File: config.mk
export PLATFORM = sky130hd
export DESIGN_NAME = reg_bank_arbiter_flat
export DESIGN_NICKNAME = d
export VERILOG_FILES = /design/src/rtl/reg_bank_arbiter_pkg.sv /design/src/rtl/reg_bank_arbiter_if.sv /design/src/rtl/reg_bank_arbiter_rr_arbiter.sv /design/src/rtl/reg_bank_arbiter.sv /design/src/flat_wrapper.sv
export SDC_FILE = /design/constraint.sdc
export NUM_CORES = 1
export LEC_CHECK = 0
export ABC_AREA = 1
export CORE_MARGIN = 5
export CORE_UTILIZATION = 39
export DETAILED_ROUTE_END_ITERATION = 6
export MAX_ROUTING_LAYER = met4
export PLACE_DENSITY_LB_ADDON = 0.12
export SYNTH_ARGS = -nofsm -noshare
export SYNTH_HDL_FRONTEND = slang
export SYNTH_SLANG_ARGS = --single-unit
File: constraint.sdc
create_clock -name CLK -period 2.2 [get_ports CLK]
set_clock_uncertainty 0.2 [all_clocks]
set_input_delay 0.44 -clock CLK [delete_from_list [all_inputs] [get_ports CLK]]
set_output_delay 0.44 -clock CLK [all_outputs]
set_load 0.005 [all_outputs]
File: src/rtl/reg_bank_arbiter_pkg.sv
// Shared definitions for the MAP core register-bank arbiter: FSM state encoding,
// default dimensions and a constant-foldable ceil(log2) helper.
package reg_bank_arbiter_pkg;

    // Arbiter FSM states.
    typedef enum logic {
        StIdle  = 1'b0,
        StGrant = 1'b1
    } state_e;

    localparam int unsigned DEF_NUM_REQ = 4;
    localparam int unsigned DEF_ADDR_W  = 2;
    localparam int unsigned DEF_DATA_W  = 8;

    // Smallest r with 2**r >= value; usable in parameter expressions.
    function automatic int unsigned clog2(input int unsigned value);
        int unsigned r;
        r = 0;
        while ((32'd1 << r) < value) begin
            r = r + 1;
        end
        return r;
    endfunction

endpackage

File: src/rtl/reg_bank_arbiter_if.sv
// Bus between the requesters / register bank (master) and the arbiter (slave).
// Signal directions are named from the arbiter's point of view.
interface reg_bank_arbiter_if #(
    parameter int unsigned NUM_REQ = reg_bank_arbiter_pkg::DEF_NUM_REQ,
    parameter int unsigned ADDR_W  = reg_bank_arbiter_pkg::DEF_ADDR_W,
    parameter int unsigned DATA_W  = reg_bank_arbiter_pkg::DEF_DATA_W
);
    import reg_bank_arbiter_pkg::*;

    localparam int unsigned NUM_REG = 2 ** ADDR_W;
    localparam int unsigned ID_W    = clog2(NUM_REQ);

    logic [NUM_REQ-1:0]        iReq;
    logic [NUM_REQ-1:0]        iWrite;
    logic [NUM_REQ*ADDR_W-1:0] iAddr;
    logic [NUM_REQ*DATA_W-1:0] iData;
    logic [NUM_REQ-1:0]        oGnt;
    logic [NUM_REG-1:0]        oWR;
    logic [DATA_W-1:0]         oRegData;
    logic [NUM_REG*DATA_W-1:0] iRegData;
    logic                      oRdValid;
    logic [DATA_W-1:0]         oRdData;
    logic [ID_W-1:0]           oRdId;

    modport master (
        output iReq, iWrite, iAddr, iData, iRegData,
        input  oGnt, oWR, oRegData, oRdValid, oRdData, oRdId
    );

    modport slave (
        input  iReq, iWrite, iAddr, iData, iRegData,
        output oGnt, oWR, oRegData, oRdValid, oRdData, oRdId
    );

endinterface

File: src/rtl/reg_bank_arbiter_rr_arbiter.sv
// Combinational round-robin picker: first set request at or above the pointer,
// wrapping from NUM_REQ-1 back to 0. Shared with the memory-port scheduler.
module reg_bank_arbiter_rr_arbiter
    import reg_bank_arbiter_pkg::*;
#(
    parameter int unsigned NUM_REQ = DEF_NUM_REQ,
    localparam int unsigned ID_W   = clog2(NUM_REQ)
) (
    input  logic [NUM_REQ-1:0] i_req,
    input  logic [ID_W-1:0]    i_ptr,
    output logic [NUM_REQ-1:0] o_gnt,
    output logic [ID_W-1:0]    o_idx
);

    logic            w_found;
    logic [ID_W:0]   w_sum;
    logic [ID_W-1:0] w_cand;

    // Walk the requesters starting at the pointer; the first hit wins.
    always_comb begin
        o_gnt   = '0;
        o_idx   = '0;
        w_found = 1'b0;
        w_sum   = '0;
        w_cand  = '0;
        for (int unsigned k = 0; k < NUM_REQ; k++) begin
            w_sum = {1'b0, i_ptr} + (ID_W + 1)'(k);
            // Explicit wrap so non-power-of-two NUM_REQ works.
            if (w_sum >= (ID_W + 1)'(NUM_REQ)) begin
                w_sum = w_sum - (ID_W + 1)'(NUM_REQ);
            end
            w_cand = w_sum[ID_W-1:0];
            if (!w_found && i_req[w_cand]) begin
                w_found       = 1'b1;
                o_gnt[w_cand] = 1'b1;
                o_idx         = w_cand;
            end
        end
    end

endmodule

File: src/rtl/reg_bank_arbiter.sv
// Round-robin arbiter placing one requester at a time onto a bank of registers.
// IDLE arbitrates and captures the winner; GRANT drives the write strobe or
// samples the read data, then always returns to IDLE. All outputs registered.
module reg_bank_arbiter
    import reg_bank_arbiter_pkg::*;
#(
    parameter int unsigned NUM_REQ = DEF_NUM_REQ,
    parameter int unsigned ADDR_W  = DEF_ADDR_W,
    parameter int unsigned DATA_W  = DEF_DATA_W
) (
    input logic              CLK,
    input logic              nRST,
    reg_bank_arbiter_if.slave bus
);

    localparam int unsigned NUM_REG = 2 ** ADDR_W;
    localparam int unsigned ID_W    = clog2(NUM_REQ);

    // Per-requester and per-register views of the packed buses.
    logic [ADDR_W-1:0] w_addr [NUM_REQ];
    logic [DATA_W-1:0] w_data [NUM_REQ];
    logic [DATA_W-1:0] w_reg  [NUM_REG];

    for (genvar k = 0; k < NUM_REQ; k++) begin : g_req
        assign w_addr[k] = bus.iAddr[k*ADDR_W +: ADDR_W];
        assign w_data[k] = bus.iData[k*DATA_W +: DATA_W];
    end

    for (genvar k = 0; k < NUM_REG; k++) begin : g_reg
        assign w_reg[k] = bus.iRegData[k*DATA_W +: DATA_W];
    end

    state_e              r_state;
    logic [ID_W-1:0]     r_ptr;
    logic [ID_W-1:0]     r_id;
    logic                r_write;
    logic [ADDR_W-1:0]   r_addr;
    logic [NUM_REQ-1:0]  r_gnt;
    logic [NUM_REG-1:0]  r_wr;
    logic [DATA_W-1:0]   r_reg_data;
    logic                r_rd_valid;
    logic [DATA_W-1:0]   r_rd_data;
    logic [ID_W-1:0]     r_rd_id;

    logic [NUM_REQ-1:0]  w_win_onehot;
    logic [ID_W-1:0]     w_win_idx;
    logic [ID_W-1:0]     w_ptr_next;

    reg_bank_arbiter_rr_arbiter #(
        .NUM_REQ (NUM_REQ)
    ) u_rr_arbiter (
        .i_req (bus.iReq),
        .i_ptr (r_ptr),
        .o_gnt (w_win_onehot),
        .o_idx (w_win_idx)
    );

    // Pointer moves to the requester just above the one being served.
    always_comb begin
        w_ptr_next = (r_id == ID_W'(NUM_REQ - 1)) ? '0 : r_id + 1'b1;
    end

    // FSM with capture registers and registered outputs; reset aborts any access.
    always_ff @(posedge CLK or negedge nRST) begin
        if (!nRST) begin
            r_state    <= StIdle;
            r_ptr      <= '0;
            r_id       <= '0;
            r_write    <= 1'b0;
            r_addr     <= '0;
            r_gnt      <= '0;
            r_wr       <= '0;
            r_reg_data <= '0;
            r_rd_valid <= 1'b0;
            r_rd_data  <= '0;
            r_rd_id    <= '0;
        end else begin
            case (r_state)
                StIdle: begin
                    // A read response lives only in the IDLE cycle after its GRANT.
                    r_rd_valid <= 1'b0;
                    if (|bus.iReq) begin
                        r_state    <= StGrant;
                        r_id       <= w_win_idx;
                        r_write    <= bus.iWrite[w_win_idx];
                        r_addr     <= w_addr[w_win_idx];
                        r_reg_data <= w_data[w_win_idx];
                        r_gnt      <= w_win_onehot;
                        if (bus.iWrite[w_win_idx]) begin
                            r_wr <= NUM_REG'(1) << w_addr[w_win_idx];
                        end
                    end
                end
                StGrant: begin
                    r_gnt   <= '0;
                    r_wr    <= '0;
                    r_ptr   <= w_ptr_next;
                    r_state <= StIdle;
                    if (!r_write) begin
                        r_rd_valid <= 1'b1;
                        r_rd_data  <= w_reg[r_addr];
                        r_rd_id    <= r_id;
                    end
                end
                default: r_state <= StIdle;
            endcase
        end
    end

    assign bus.oGnt     = r_gnt;
    assign bus.oWR      = r_wr;
    assign bus.oRegData = r_reg_data;
    assign bus.oRdValid = r_rd_valid;
    assign bus.oRdData  = r_rd_data;
    assign bus.oRdId    = r_rd_id;

endmodule

File: src/flat_wrapper.sv
// flat-port wrapper written by rule: the top's interface ports become plain ports
module reg_bank_arbiter_flat import reg_bank_arbiter_pkg::*;
#(
    parameter int unsigned NUM_REQ = DEF_NUM_REQ,
    parameter int unsigned ADDR_W  = DEF_ADDR_W,
    parameter int unsigned DATA_W  = DEF_DATA_W
)
  (CLK, nRST, bus_iReq, bus_iWrite, bus_iAddr, bus_iData, bus_iRegData, bus_oGnt, bus_oWR, bus_oRegData, bus_oRdValid, bus_oRdData, bus_oRdId);
  reg_bank_arbiter_if #(.NUM_REQ(NUM_REQ), .ADDR_W(ADDR_W), .DATA_W(DATA_W)) bus_i ();
  input logic CLK;
  input logic nRST;
  input wire logic [$bits(bus_i.iReq)-1:0] bus_iReq;
  input wire logic [$bits(bus_i.iWrite)-1:0] bus_iWrite;
  input wire logic [$bits(bus_i.iAddr)-1:0] bus_iAddr;
  input wire logic [$bits(bus_i.iData)-1:0] bus_iData;
  input wire logic [$bits(bus_i.iRegData)-1:0] bus_iRegData;
  output wire logic [$bits(bus_i.oGnt)-1:0] bus_oGnt;
  output wire logic [$bits(bus_i.oWR)-1:0] bus_oWR;
  output wire logic [$bits(bus_i.oRegData)-1:0] bus_oRegData;
  output wire logic [$bits(bus_i.oRdValid)-1:0] bus_oRdValid;
  output wire logic [$bits(bus_i.oRdData)-1:0] bus_oRdData;
  output wire logic [$bits(bus_i.oRdId)-1:0] bus_oRdId;
  assign bus_i.iReq = bus_iReq;
  assign bus_i.iWrite = bus_iWrite;
  assign bus_i.iAddr = bus_iAddr;
  assign bus_i.iData = bus_iData;
  assign bus_i.iRegData = bus_iRegData;
  assign bus_oGnt = bus_i.oGnt;
  assign bus_oWR = bus_i.oWR;
  assign bus_oRegData = bus_i.oRegData;
  assign bus_oRdValid = bus_i.oRdValid;
  assign bus_oRdData = bus_i.oRdData;
  assign bus_oRdId = bus_i.oRdId;
  reg_bank_arbiter #(.NUM_REQ(NUM_REQ), .ADDR_W(ADDR_W), .DATA_W(DATA_W)) u_core (.CLK(CLK), .nRST(nRST), .bus(bus_i));
endmodule
# --- Word-level counts from Yosys, hierarchy flattened ---
# Cells that the tools add are included.
classes:
  shifts: 1
  eq_ne: 4
  magnitude_cmp: 15
  reduce_logical: 14
  bitwise: 7
  n_addsub: 8
  mux: 52
op_table:
  columns: ["op", "n"]
  rows:
  - ["$bmux 8 s2", 2]
  - ["$mux 8", 4]
  - ["$mux 4", 7]
  - ["$mux 2", 11]
  - ["$pmux 4 s2", 2]
  - ["$ge 3x3->1 const B", 5]
  - ["$lt 2x3->1 const B", 5]
  - ["$mux 1", 14]
  - ["$or 4x4->4", 3]
  - ["$bmux 1 s2", 5]
  - ["$demux 1 s2", 4]
  - ["$ge 2x1->1 const B", 4]
  - ["$sub 2x1->2 const B", 4]
  - ["$logic_and 1x1->1", 7]
  - ["$add 2x2->3 const B", 2]
  - ["$not 2->3", 2]
  - ["$reduce_and 2->1", 3]
  - ["$bmux 2 s2", 1]
  - ["$ne 2x1->1 const B", 2]
  - ["$pmux 1 s2", 2]
  - ["$reduce_or 4->1", 1]
  - ["$shl 1x2->4 const A", 1]
  - ["$add 2x1->3 const B", 1]
  - ["$ge 2x3->1 const B", 1]
  - ["5 further kinds", 8]
totals:
  regBits: 35
  wordCells: 112

# --- Longest topological paths before layout ---
logic_depth:
  word_depth: 22
  ltp_mapped: 18
  ltp_nobuf: 17

# --- Cells and area by module ---
# A second synthesis with hierarchy kept.
hier_totals:
  cells_unflattened: 351
  hier_area_um2: 2427.3
by_module_without_submodules:
  columns: ["module", "seq_area_each_um2", "area_per_inst_um2", "cells_per_inst", "n_inst"]
  rows:
  - ["reg_bank_arbiter", 875.8, 1950.6, 269, 1]
  - ["reg_bank_arbiter_rr_arbiter", 0.0, 476.7, 82, 1]

# --- Least setup slack after synthesis ---
# OpenSTA, ideal clock, no wires.
synth_path:
  kind: "reg2reg"
  from: "register u_core.r_ptr[0]"
  to: "register u_core.r_reg_data[3], in the netlist u_core.bus.oRegData[3]"
  synth_period_minus_slack_ps: 2373
  path_stages_with_launch: 16
  slack_ps: -173
  setup_ps: 118
  t_arrival_ps: 2055
  cell_sequence: "dfrtp_1 inv_2 ha_1 inv_1 nand3_1 nand2_2 nand3_1 nor2_2 nand2_1 nand2_4 buf_6 nor2_1 o21ai_0 nand2_1 nand2_1 nand2_1"
synth_between:
  elab_chain_cells: 18
synth_lines:
  columns: ["item", "line_no", "source"]
  rows:
  - ["from (decl)", "reg_bank_arbiter.sv:34", "logic [ID_W-1:0] r_ptr;"]
  - ["from (signal assigned)", "reg_bank_arbiter.sv:97", "r_ptr <= w_ptr_next;"]
  - ["branches (longest 13 deep; another with $add 2x1->3)", null, null]
  - ["$mux 2 *", "reg_bank_arbiter_rr_arbiter.sv:33", "if (!w_found && i_req[w_cand]) begin"]
  - ["$not 2->3 (not written as such) *", "reg_bank_arbiter.sv:87", "r_reg_data <= w_data[w_win_idx];"]
  - ["$bmux 8 s2 *", "reg_bank_arbiter.sv:87", null]
  - ["$mux 8 (not written as such) * (2 in a row)", "reg_bank_arbiter.sv:87", null]
  - ["to (signal assigned)", "reg_bank_arbiter.sv:87", null]
  - ["to (decl)", "reg_bank_arbiter.sv:40", "logic [DATA_W-1:0] r_reg_data;"]
# Every way passes the cells marked *. The select of a mux whose other input is x is not followed.
# A chain may end at the register's enable or synchronous reset.

# --- Final worst setup path ---
layout_path:
  from: "register u_core.r_ptr[0]"
  to: "register u_core.r_wr[2], in the netlist u_core.bus.oWR[2]"
layout_between:
  elab_chain_cells: 22
layout_lines:
  columns: ["item", "line_no", "source"]
  rows:
  - ["branches (longest 13 deep; another with $add 2x1->3)", null, null]
  - ["$mux 2 *", "reg_bank_arbiter_rr_arbiter.sv:33", null]
  - ["$not 2->3 (not written as such)", "reg_bank_arbiter.sv:90", "r_wr <= NUM_REG'(1) << w_addr[w_win_idx];"]
  - ["$bmux 2 s2", "reg_bank_arbiter.sv:90", null]
  - ["$mux 2 (not written as such) (2 in a row)", "reg_bank_arbiter.sv:90", null]
  - ["$shl 1x2->4", "reg_bank_arbiter.sv:90", null]
  - ["$mux 4", "reg_bank_arbiter.sv:89", "if (bus.iWrite[w_win_idx]) begin"]
  - ["$mux 4", "reg_bank_arbiter.sv:82", "if (|bus.iReq) begin"]
  - ["$pmux 4 s2", "reg_bank_arbiter.sv:78", "case (r_state)"]
  - ["to (signal assigned)", "reg_bank_arbiter.sv:90", null]
  - ["to (decl)", "reg_bank_arbiter.sv:39", "logic [NUM_REG-1:0] r_wr;"]
# Marked as above.

==> results.toml <==
[status]
status = "finished, violations left"
violations = "negative setup slack"

[floorplanning]
core.rowCount = 29
dieArea_um2 = 8226
die_x_um = 90.70
die_h_um = 90.70
start_util_pct = 40.00
core_area_um2 = 6350
io_pins = 109

[synthesis]
syn_nets = 463
synth_area_per_cell_um2 = 6.828
netlist_instances = 372
syn_area_um2 = 2540
yosysSeqAreaShare_pct = 34.48
yosys_warnings = 0
synthFlopType = "dfrtp_1"
synth-seq-cells = 35
synth_edf_count = 0
async_flop_share_pct = 100.0
yosysUniqueCellTypes = 30

[timing]
hold_violations = 0
finalCriticalPeriod_ps = 2264
slew_viol_final = 0
slew_headroom_pct = 73.27
setup_ws_ps = -64.07
setup_viol = 9
fmax_mhz = 441.7
rsz0062_at_grt = "yes"
period_share_pct = 102.9
worst_slew_pin_slew_ps = 400.6
fin_tns_setup_ps = -270.8

[worst_setup_path]
crit_type = "reg2reg"
r2r_setup_slack_ps = -60
start_kind = "register"
cp_max_fo = 7
cp.arrival_ps = 2230
crit_path_end_kind = "register"
required_ps = 2170

[grt]
grt_usage_pct = 20.47
grt-ovfl-total = 0
grt_pass1_vias = 3082
antenna_found_initial = 0
grt_max_degree = 18
grt_pass1_wl_mm = 13.75

[drt]
drt_first_iter_violations = 150
drtAntennaViolNets = 0
drc_errors = 0
via_per_inst = 4.934
wl_per_cell_um = 13.91
drtPass1Iterations = 4
wl_mm = 8.442
num_vias = 2995

[final_layout]
post-route-util_pct = 70.42
syn2layout_area_growth_pct = 76.06
final_nets = 620
n_antenna_cell = 0
final_cells = 607
fin_area_um2 = 4472
final_layout_size_suffix_gt1_share_pct = 23.96

[power_and_ir_drop]
p_leak_uw = 0.002096
pwr_density_cell_nw_per_um2 = 1738
ir_drop_mv = 1.329

[clocking]
path_clk_slew_ps = 70
clk_latency_ps = 280
clockBufferDepth = 2
cts_tree = "built"
root_buffer = "clkbuf_8"
clkSinkCount = 35
cts_made_buffers = 5
h-tree-depth = 2

[placement]
pre_cts_slack_ps = -455.2
dpl.hpwl_mm = 6.431
placed_area_um2 = 4006
gp_congestion = 0.8835
port_buffers = 108
dp_cells = 585

[hold_path]
holdCritPathClass = "reg2reg"

[job]
drv_cap = 0
## layout make-up
class                           count  area [µm²]
Tap cell                           77       96.34
Sequential cell                    35       878.3
Clock inverter                      2       35.03
Clock buffer                        6       82.58
Inverter                           33       133.9
Multi-Input combinational cell    291        1695
Timing Repair Buffer              163        1550
Fill cell                         528        1878
## worst max-delay path, cell delays in order, from the launching register on
cell and delay [ps]:
dfrtp_2 430, inv_4 80, ha_4 220, inv_4 80
nand3_4 70, nand2_4 110, buf_6 110, nand3_4 60
nor2_4 140, nand2_4 80, nand2_8 110, buf_6 120
nand3_4 90, nand2_4 90, nor2_4 40, nand2_1 70
nand2_1 50
## placed cells by master (no fill, tap or decap), types with 2 or more instances in the layout
cell	netlist	final
nand2_8	0	2
a22oi_1	4	4
o211ai_1	8	8
ha_1	9	8
nand3_1	35	22
inv_2	6	4
clkbuf_8	0	6
o21ai_2	0	3
nand2_1	97	90
dfrtp_2	0	2
buf_6	3	7
nand3_4	1	6
dfrtp_1	35	33
dlygate4sd2_1	0	4
o21ai_1	2	10
nor2_4	2	7
nand3_2	2	10
a21oi_1	5	2
nand2_4	5	7
nand2_2	6	9
nor2_1	62	57
inv_1	26	24
a21oi_2	1	4
inv_4	0	4
buf_4	1	44
clkdlybuf4s50_1	0	103
a31oi_1	8	8
nor2_2	3	3
buf_12	0	3
o21ai_0	36	25
## path summary, 6_finish.rpt
check | cells past startpoint | endpoint | startpoint
setup / recovery | 16 | u_core.bus.oWR[2] | u_core.r_ptr[0]
hold / removal | 2 | u_core.bus.oRegData[3] | u_core.bus.oRegData[3]
setup reg to reg | 16 | u_core.bus.oWR[2] | u_core.r_ptr[0]
hold reg to reg | 2 | u_core.bus.oRegData[3] | u_core.bus.oRegData[3]
max in group asynchronous | 3 | u_core.bus.oRdData[5] | nRST
min in group asynchronous | 2 | u_core.r_addr[0] | nRST
## cells by family after synthesis
kind of cell             share of synthesized area, %
AO/OA/AOI/OAI                                   14.88
flip-flops                                      34.48
adder cells (fa/ha/maj)                         4.434
AND/OR/NAND/NOR                                 38.23
buffers and inverters                           7.980
## routing by layer
metal	wire length [µm]	vias to the layer above	share of wire [%]	GRT usage, %
met2	4382	87	52	36.92
li1	-	1528	-	-
met3	353	16	4.2	3.250
met1	3586	1364	42	23.67
met4	120	0	1.4	4.715
met5	0	-	0	-
## sequential cells by signal, summed over array words and instances, names as in the netlist
name                 cells
u_core.bus.oGnt          4
u_core.bus.oWR           4
u_core.bus.oRdId         2
u_core.r_ptr             2
u_core.bus.oRdData       8
u_core.r_state           1
u_core.r_id              2
u_core.r_addr            2
u_core.bus.oRdValid      1
u_core.bus.oRegData      8
u_core.r_write           1
## power breakdown
part,internal (µW),switching [µW]
sequential,945,193
clock,366,222
combinational,2840,3210
total,4150,3620
## stage by stage
stage | total power [µW] | hold slack [ps]
after floorplan | 4102 | -55.59
after global placement | 5860 | 145.9
after detailed placement | 5923 | 154.8
after CTS | 7284 | 282.8
after global routing | 8479 | 323.2
final | 7770 | 290.5
## synth_stat cells, types with 5 or more instances
library cell	instances	area, µm²
nand2_1	97	364.1
nor2_1	62	232.7
o21ai_0	36	180.2
dfrtp_1	35	875.8
nand3_1	35	175.2
inv_1	26	97.59
ha_1	9	112.6
a31oi_1	8	50.05
o211ai_1	8	60.06
clkbuf_1	6	22.52
inv_2	6	22.52
nand2_2	6	37.54
a21oi_1	5	25.02
nand2_4	5	56.30
## what timing repair did
item	4_1_cts	5_1_grt
resized for setup	31	35
hold buffers	1	0
pin swaps	32	19
hold endpoints to repair	11	0
buffers inserted	5	8
cloned	1	0
setup endpoints to repair	16	16
Power figures use the tool's default switching activity.
